<file path="config.mk">
export PLATFORM = sky130hd
export DESIGN_NAME = bios_cmd_master
export DESIGN_NICKNAME = d
export VERILOG_FILES = /design/src/rtl/bios_pkg.sv /design/src/rtl/bios_rsp_timer.sv /design/src/rtl/bios_cmd_master.sv
export SDC_FILE = /design/constraint.sdc
export NUM_CORES = 1
export LEC_CHECK = 0
export ABC_CLOCK_PERIOD_IN_PS = 4390
export CAP_MARGIN = 15
export CORE_MARGIN = 5
export CORE_UTILIZATION = 52
export DETAILED_ROUTE_END_ITERATION = 7
export GPL_ROUTABILITY_DRIVEN = 1
export GPL_TIMING_DRIVEN = 1
export PLACE_DENSITY = 0.82
export SLEW_MARGIN = 25
export SYNTH_ARGS = -nofsm -noshare
export SYNTH_HDL_FRONTEND = slang
export SYNTH_SLANG_ARGS = --single-unit
export TNS_END_PERCENT = 1
</file>
<file path="constraint.sdc">
create_clock -name clk -period 4.39 [get_ports clk]
set_input_delay 1.0975 -clock clk [delete_from_list [all_inputs] [get_ports clk]]
set_output_delay 1.0975 -clock clk [all_outputs]
set_load 0.02 [all_outputs]
</file>
<file path="src/rtl/bios_pkg.sv">
// bios_pkg
// Shared types for the BIOS byte-command protocol: the opcode encoding
// (also imported by the BIOS-side parser), the host master FSM state type,
// and the fixed frame length in bytes.
// No ports (package).

package bios_pkg;

  typedef enum logic [7:0] {
    OP_NOP       = 8'd0,
    OP_BOOT      = 8'd1,
    OP_RST       = 8'd2,
    OP_ADR_LOWER = 8'd3,
    OP_ADR_UPPER = 8'd4,
    OP_WRITE     = 8'd5,
    OP_READ      = 8'd6
  } bios_opcode_t;

  typedef enum logic [2:0] {
    S_IDLE,
    S_SEND_OP,
    S_SEND_A,
    S_SEND_B,
    S_SEND_C,
    S_WAIT_RSP
  } bios_master_state_t;

  localparam int BIOS_FRAME_BYTES = 4;

endpackage

</file>
<file path="src/rtl/bios_rsp_timer.sv">
// bios_rsp_timer
// Loadable up-counter used to time out a READ response.
// Ports:
//   clk, rst_n  clock, asynchronous active-low reset
//   clr         synchronous clear to 0 (highest priority)
//   load        synchronous load of load_val
//   load_val    value loaded when load=1
//   en          count-up enable
//   tc          terminal count: count == TIMEOUT_CYCLES-1

module bios_rsp_timer #(
  parameter int TIMEOUT_CYCLES = 1024,
  parameter int CNT_W          = 16
) (
  input  logic             clk,
  input  logic             rst_n,
  input  logic             clr,
  input  logic             load,
  input  logic [CNT_W-1:0] load_val,
  input  logic             en,
  output logic             tc
);

  logic [CNT_W-1:0] count;

  always_ff @(posedge clk or negedge rst_n) begin
    if (!rst_n) begin
      count <= '0;
    end else if (clr) begin
      count <= '0;
    end else if (load) begin
      count <= load_val;
    end else if (en) begin
      count <= count + 1'b1;
    end
  end

  assign tc = (count == CNT_W'(TIMEOUT_CYCLES - 1));

endmodule

</file>
<file path="src/rtl/bios_cmd_master.sv">
// bios_cmd_master
// Host-side initiator for the BIOS byte-command protocol. Accepts one
// command (opcode, A, B, C) per handshake, serializes it as four bytes onto
// the output stream and, for READ, waits for a one-byte response with a
// timeout.
// Ports:
//   clk, rst_n, clk_en           clock, async active-low reset, clock enable
//   cmd_valid/cmd_ready          command handshake; cmd_opcode, cmd_a/b/c
//   o_data/o_valid/i_out_ready   byte stream toward the BIOS
//   i_data/i_valid/o_in_ready    response byte from the BIOS
//   rsp_valid/rsp_data/rsp_timeout  READ completion pulse
//   booted, busy                 status
//   cmd_count, timeout_count     statistics
// Optional feature: define BIOS_CMD_STATS_EN to build the saturating
// cmd_count / timeout_count counters; otherwise both ports are tied to 0.

module bios_cmd_master
  import bios_pkg::*;
#(
  parameter int TIMEOUT_CYCLES = 1024,
  parameter int CNT_W          = 16
) (
  input  logic        clk,
  input  logic        rst_n,
  input  logic        clk_en,
  input  logic        cmd_valid,
  output logic        cmd_ready,
  input  logic [7:0]  cmd_opcode,
  input  logic [7:0]  cmd_a,
  input  logic [7:0]  cmd_b,
  input  logic [7:0]  cmd_c,
  output logic [7:0]  o_data,
  output logic        o_valid,
  input  logic        i_out_ready,
  input  logic [7:0]  i_data,
  input  logic        i_valid,
  output logic        o_in_ready,
  output logic        rsp_valid,
  output logic [7:0]  rsp_data,
  output logic        rsp_timeout,
  output logic        booted,
  output logic        busy,
  output logic [15:0] cmd_count,
  output logic [7:0]  timeout_count
);

  bios_master_state_t state;
  bios_opcode_t       op_q;
  logic [7:0]         a_q, b_q, c_q;
  logic [7:0]         o_data_q;
  logic               booted_q;
  logic               rsp_valid_q, rsp_timeout_q;
  logic [7:0]         rsp_data_q;
  logic               timer_tc;

  logic sending, accept, xfer, last_xfer, rsp_take, timeout_hit;

  // Handshake outputs are gated by clk_en so nothing can complete while frozen.
  assign sending     = (state inside {S_SEND_OP, S_SEND_A, S_SEND_B, S_SEND_C});
  assign o_valid     = clk_en & sending;
  assign cmd_ready   = clk_en & (state == S_IDLE) & ~booted_q;
  assign o_in_ready  = clk_en & (state == S_WAIT_RSP);
  assign accept      = cmd_valid & cmd_ready;
  assign xfer        = o_valid & i_out_ready;
  assign last_xfer   = xfer & (state == S_SEND_C);
  assign rsp_take    = i_valid & o_in_ready;
  // A byte arriving on the terminal-count cycle wins over the timeout.
  assign timeout_hit = o_in_ready & ~i_valid & timer_tc;

  assign o_data      = o_data_q;
  assign rsp_valid   = rsp_valid_q;
  assign rsp_data    = rsp_data_q;
  assign rsp_timeout = rsp_timeout_q;
  assign booted      = booted_q;
  assign busy        = (state != S_IDLE);

  bios_rsp_timer #(
    .TIMEOUT_CYCLES (TIMEOUT_CYCLES),
    .CNT_W          (CNT_W)
  ) u_timer (
    .clk      (clk),
    .rst_n    (rst_n),
    .clr      (last_xfer && (op_q == OP_READ)),
    .load     (1'b0),
    .load_val ('0),
    .en       (o_in_ready),
    .tc       (timer_tc)
  );

  // o_data is a register loaded one byte ahead, so it holds steady during
  // stalls and while clk_en is low.
  always_ff @(posedge clk or negedge rst_n) begin
    if (!rst_n) begin
      state         <= S_IDLE;
      op_q          <= OP_NOP;
      a_q           <= '0;
      b_q           <= '0;
      c_q           <= '0;
      o_data_q      <= '0;
      booted_q      <= 1'b0;
      rsp_valid_q   <= 1'b0;
      rsp_timeout_q <= 1'b0;
      rsp_data_q    <= '0;
    end else if (clk_en) begin
      rsp_valid_q   <= 1'b0;
      rsp_timeout_q <= 1'b0;
      case (state)
        S_IDLE: begin
          if (accept) begin
            op_q     <= bios_opcode_t'(cmd_opcode);
            a_q      <= cmd_a;
            b_q      <= cmd_b;
            c_q      <= cmd_c;
            o_data_q <= cmd_opcode;
            state    <= S_SEND_OP;
          end
        end
        S_SEND_OP: begin
          if (xfer) begin
            o_data_q <= a_q;
            state    <= S_SEND_A;
          end
        end
        S_SEND_A: begin
          if (xfer) begin
            o_data_q <= b_q;
            state    <= S_SEND_B;
          end
        end
        S_SEND_B: begin
          if (xfer) begin
            o_data_q <= c_q;
            state    <= S_SEND_C;
          end
        end
        S_SEND_C: begin
          if (xfer) begin
            if (op_q == OP_READ) begin
              state <= S_WAIT_RSP;
            end else begin
              if (op_q == OP_BOOT) booted_q <= 1'b1;
              state <= S_IDLE;
            end
          end
        end
        S_WAIT_RSP: begin
          if (rsp_take) begin
            rsp_valid_q   <= 1'b1;
            rsp_data_q    <= i_data;
            rsp_timeout_q <= 1'b0;
            state         <= S_IDLE;
          end else if (timeout_hit) begin
            rsp_valid_q   <= 1'b1;
            rsp_data_q    <= '0;
            rsp_timeout_q <= 1'b1;
            state         <= S_IDLE;
          end
        end
        default: state <= S_IDLE;
      endcase
    end
  end

`ifdef BIOS_CMD_STATS_EN
  logic [15:0] cmd_count_q;
  logic [7:0]  timeout_count_q;

  always_ff @(posedge clk or negedge rst_n) begin
    if (!rst_n) begin
      cmd_count_q     <= '0;
      timeout_count_q <= '0;
    end else begin
      if (last_xfer && (cmd_count_q != 16'hFFFF)) cmd_count_q <= cmd_count_q + 1'b1;
      if (timeout_hit && (timeout_count_q != 8'hFF)) timeout_count_q <= timeout_count_q + 1'b1;
    end
  end

  assign cmd_count     = cmd_count_q;
  assign timeout_count = timeout_count_q;
`else
  assign cmd_count     = 16'd0;
  assign timeout_count = 8'd0;
`endif

endmodule
</file>
==> results of run 1 <==
==> worst max-delay path, delay by kind of cell <==
kind	cells	cell delay, ps
buf+inv	3	1470
simple gates	1	210
==> cell type report <==
| type | instances | area, µm² | share of cell area |
|---|---|---|---|
| Inverter | 15 | 56.3 | 0.0132 |
| Clock buffer | 11 | 131 | 0.0308 |
| Multi-Input combinational cell | 204 | 1470 | 0.344 |
| Sequential cell | 70 | 1750 | 0.411 |
| Timing Repair Buffer | 73 | 713 | 0.167 |
| Tap cell | 77 | 96.3 | 0.0226 |
| Clock inverter | 5 | 50.0 | 0.0117 |
==> through the flow <==
step / cell area [µm²] / utilization / instances / power [mW] / hold WS (ps)
2_1_floorplan: 3510 / - / 327 / 1.71 / 479
3_3_place_gp: 4090 / 0.640 / 439 / 2.02 / 481
3_5_place_dp: 4090 / 0.640 / 439 / 2.06 / 481
4_1_cts: 4270 / 0.668 / 455 / 2.55 / 506
5_1_grt: 4270 / 0.668 / 455 / 2.68 / 524
6_report: 4270 / 0.668 / 455 / 2.52 / 497
==> sequential cells by signal, summed over array words and instances (netlist names), 3 cells and up <==
name	count
u_timer.count	16
a_q	8
b_q	8
c_q	8
o_data	8
op_q	8
rsp_data	8
state	3
==> power by group through the flow <==
stage / clock network, mW / registers [mW] / logic (mW)
3_3_place_gp: 0 / 1.10 / 0.924
3_5_place_dp: 0 / 1.11 / 0.948
4_1_cts: 0.499 / 1.10 / 0.951
6_report: 0.486 / 1.10 / 0.936
2_1_floorplan: 0 / 1.09 / 0.622
5_1_grt: 0.531 / 1.14 / 1.01
==> cells by family after synthesis <==
family / share of synthesized area
multiplexers: 0.152
XOR/XNOR: 0.0230
flip-flops: 0.512
other: 0.00110
AO/OA/AOI/OAI: 0.109
buffers and inverters: 0.0851
AND/OR/NAND/NOR: 0.115
adder cells (fa/ha/maj): 0.00365
==> synth_stat cells, drive strengths merged, types with 7 or more instances <==
library cell | count | area [µm²]
dfrtp | 70 | 1750
mux2 | 32 | 360
buf | 30 | 205
mux2i | 16 | 160
nor2 | 16 | 60.1
inv | 15 | 56.3
nand2 | 11 | 41.3
a21oi | 10 | 50.1
a22o | 8 | 70.1
a2bb2oi | 8 | 70.1
clkbuf | 8 | 30.0
o22ai | 8 | 50.1
xnor2 | 8 | 70.1
o21ai | 7 | 35.0
==> metal layers <==
layer  global-route usage  vias to the layer above  share of wire  wire length, µm
met3               0.0446                       10          0.080              572
met4               0.0660                        0          0.013               93
met1                0.224                     1212           0.42             3030
li1                     -                     1183              -                -
met2                0.285                       94           0.49             3490
met5                    0                        -              0                0
==> worst max-delay path by stage <==
stage          slack [ps]          to   start
3_5_place_dp          540  o_in_ready  clk_en
6_report              520  o_in_ready  clk_en
3_3_place_gp          540   cmd_ready  clk_en
4_1_cts               520   cmd_ready  clk_en
2_1_floorplan        1320   cmd_ready  clk_en
5_1_grt               420   cmd_ready  clk_en
==> metrics.md, run 1 <==
| Metric | Value |
|---|---|
| Status | finished clean |
| Core outline area | 6390 µm² |
| R2r endpoint | rsp_valid |
| Largest net degree at the start of global routing | 41 |
| Hold WC Path Type | register to register |
| Syn Inst Count | 304 |
| Commonest non-fill, non-tap cell in the layout | dfrtp_1 |
| Critical path data arrival time | 2780 ps |
| Post-cts sizing count | 0 |
| Power per cell area | 591 nW/µm² |
| Synth Warn # | 0 |
| Htree depth | 3 |
| Final min period | 3870 ps |
| Wire length per cell | 15.8 µm |
| Final net count | 420 |
| Setup violators final | 0 |
| Via count | 2499 |
| Area growth, synth to finish | 24.6% |
| Worst path slowest cell | clkdlybuf4s50_1 |
| Setup Buffers After CTS | 0 |
| RSZ-0062 raised after global routing | no |
| Clock network power share | 0.193 |
| Clock Path Buffers | 2 |
| Switching power | 856 µW |
| Final WL | 7190 µm |
| Top cell by count, worst path | clkdlybuf4s50_1 |
| Final Hold Violating Endpoints | 0 |
| Avg Vias per Cell | 5.49 |
| Worst setup EP type | primary output |
| Internal Power | 1.67 mW |
| Antenna Nets Post-Route | 0 |
| CP max FO | 6 |
| Worst Skew | 6.56 ps |
| N_diodes | 0 |
| Total grt overflow | 0 |
| Max Cap Viol | 0 |
| Primary FF master, synth | dfrtp_1 |
| Routability cong. | 0.794 |
| FF+latch count, synth | 70 |
| Startpoint types | primary input |
| Period utilisation layout | 0.882 |
| Worst-Skew Late Latency | 340 ps |
| Number of global-route vias before repair | 2482 |
| Dpl hpwl | 5190 µm |
| CTS tree | yes |
| Rows | 29 |
| Final Max Slew Viols | 0 |
| Cts hold-fix bufs | 0 |
| Max VDD drop | 0.363 mV |
| Sequential group share of total power | 0.436 |
| Sink Count | 70 |
| Commonest cells after routing, fill and taps aside | dfrtp_1 (70), clkdlybuf4s50_1 (67), mux2_2 (32) |
| Starting density of the core | 0.536 |
| Setup_tns | 0 ps |
| Initial drt markers | 96 |
| Crit path cell chain | clkdlybuf4s50_1 -> nand4b_2 -> inv_1 -> clkdlybuf4s50_1 |
| Max-slew headroom | 0.328 |
| Worst-path clk slew | 70 ps |
| Layout cell share with drive strength beyond 1 | 0.146 |
| Setup WS post-layout | 517 ps |
| Die footprint | 8310 µm² |
| Sw frac | 0.339 |
| Ports | 93 |
| Hold Crit Start | rsp_data[6] |
| Fillers | 508 |
| Reg2reg start | state[1] |
| Total track usage | 0.175 |
| Pre-CTS setup slack | 539 ps |
| EDFF count, synth | 0 |
| Worst-margin pin slew | 996 ps |
| Mapped Area | 3420 µm² |
| Drt drc | 0 |
| Pleak | 1.91 nW |
| Pre-Repair DR Iteration Count | 4 |
| Worst setup path class | primary input to primary output |
| Fmax | 258 MHz |
| Comb power frac | 0.371 |
| Hold Path Depth | 1 |
| Initial antenna violation count | 0 |
| Worst Hold End | rsp_data[6] |
| # port buffers | 68 |
| Die width | 91.2 µm |
| Netlist cell types | 45 |
| Die height | 91.2 µm |
| First-pass GRT wire length | 11700 µm |
| Slowest stage delay, CP | 640 ps |
| Syn Area/Cell | 11.3 µm² |
| Flop2flop setup slack | 1720 ps |
| Total CTS buffers | 9 |
| R2R cell count | 5 |
| Share of synthesized registers carrying an async set or reset | 1.00 |
| Clock Tree Root | clkbuf_8 |
| WP data required | 3290 ps |
| Sequential share of the synthesized area | 0.512 |
Power figures use the tool's default switching activity.
==> inputs of run 2 (changes only) <==
--- a/config.mk
+++ b/config.mk
@@ -13,6 +13,7 @@
 export GPL_ROUTABILITY_DRIVEN = 1
 export GPL_TIMING_DRIVEN = 1
 export PLACE_DENSITY = 0.82
+export SETUP_SLACK_MARGIN = 0.02
 export SLEW_MARGIN = 25
 export SYNTH_ARGS = -nofsm -noshare
 export SYNTH_HDL_FRONTEND = slang
==> results of run 2 <==
No change in the layout: final DEF, timing and power equal those of run 1.
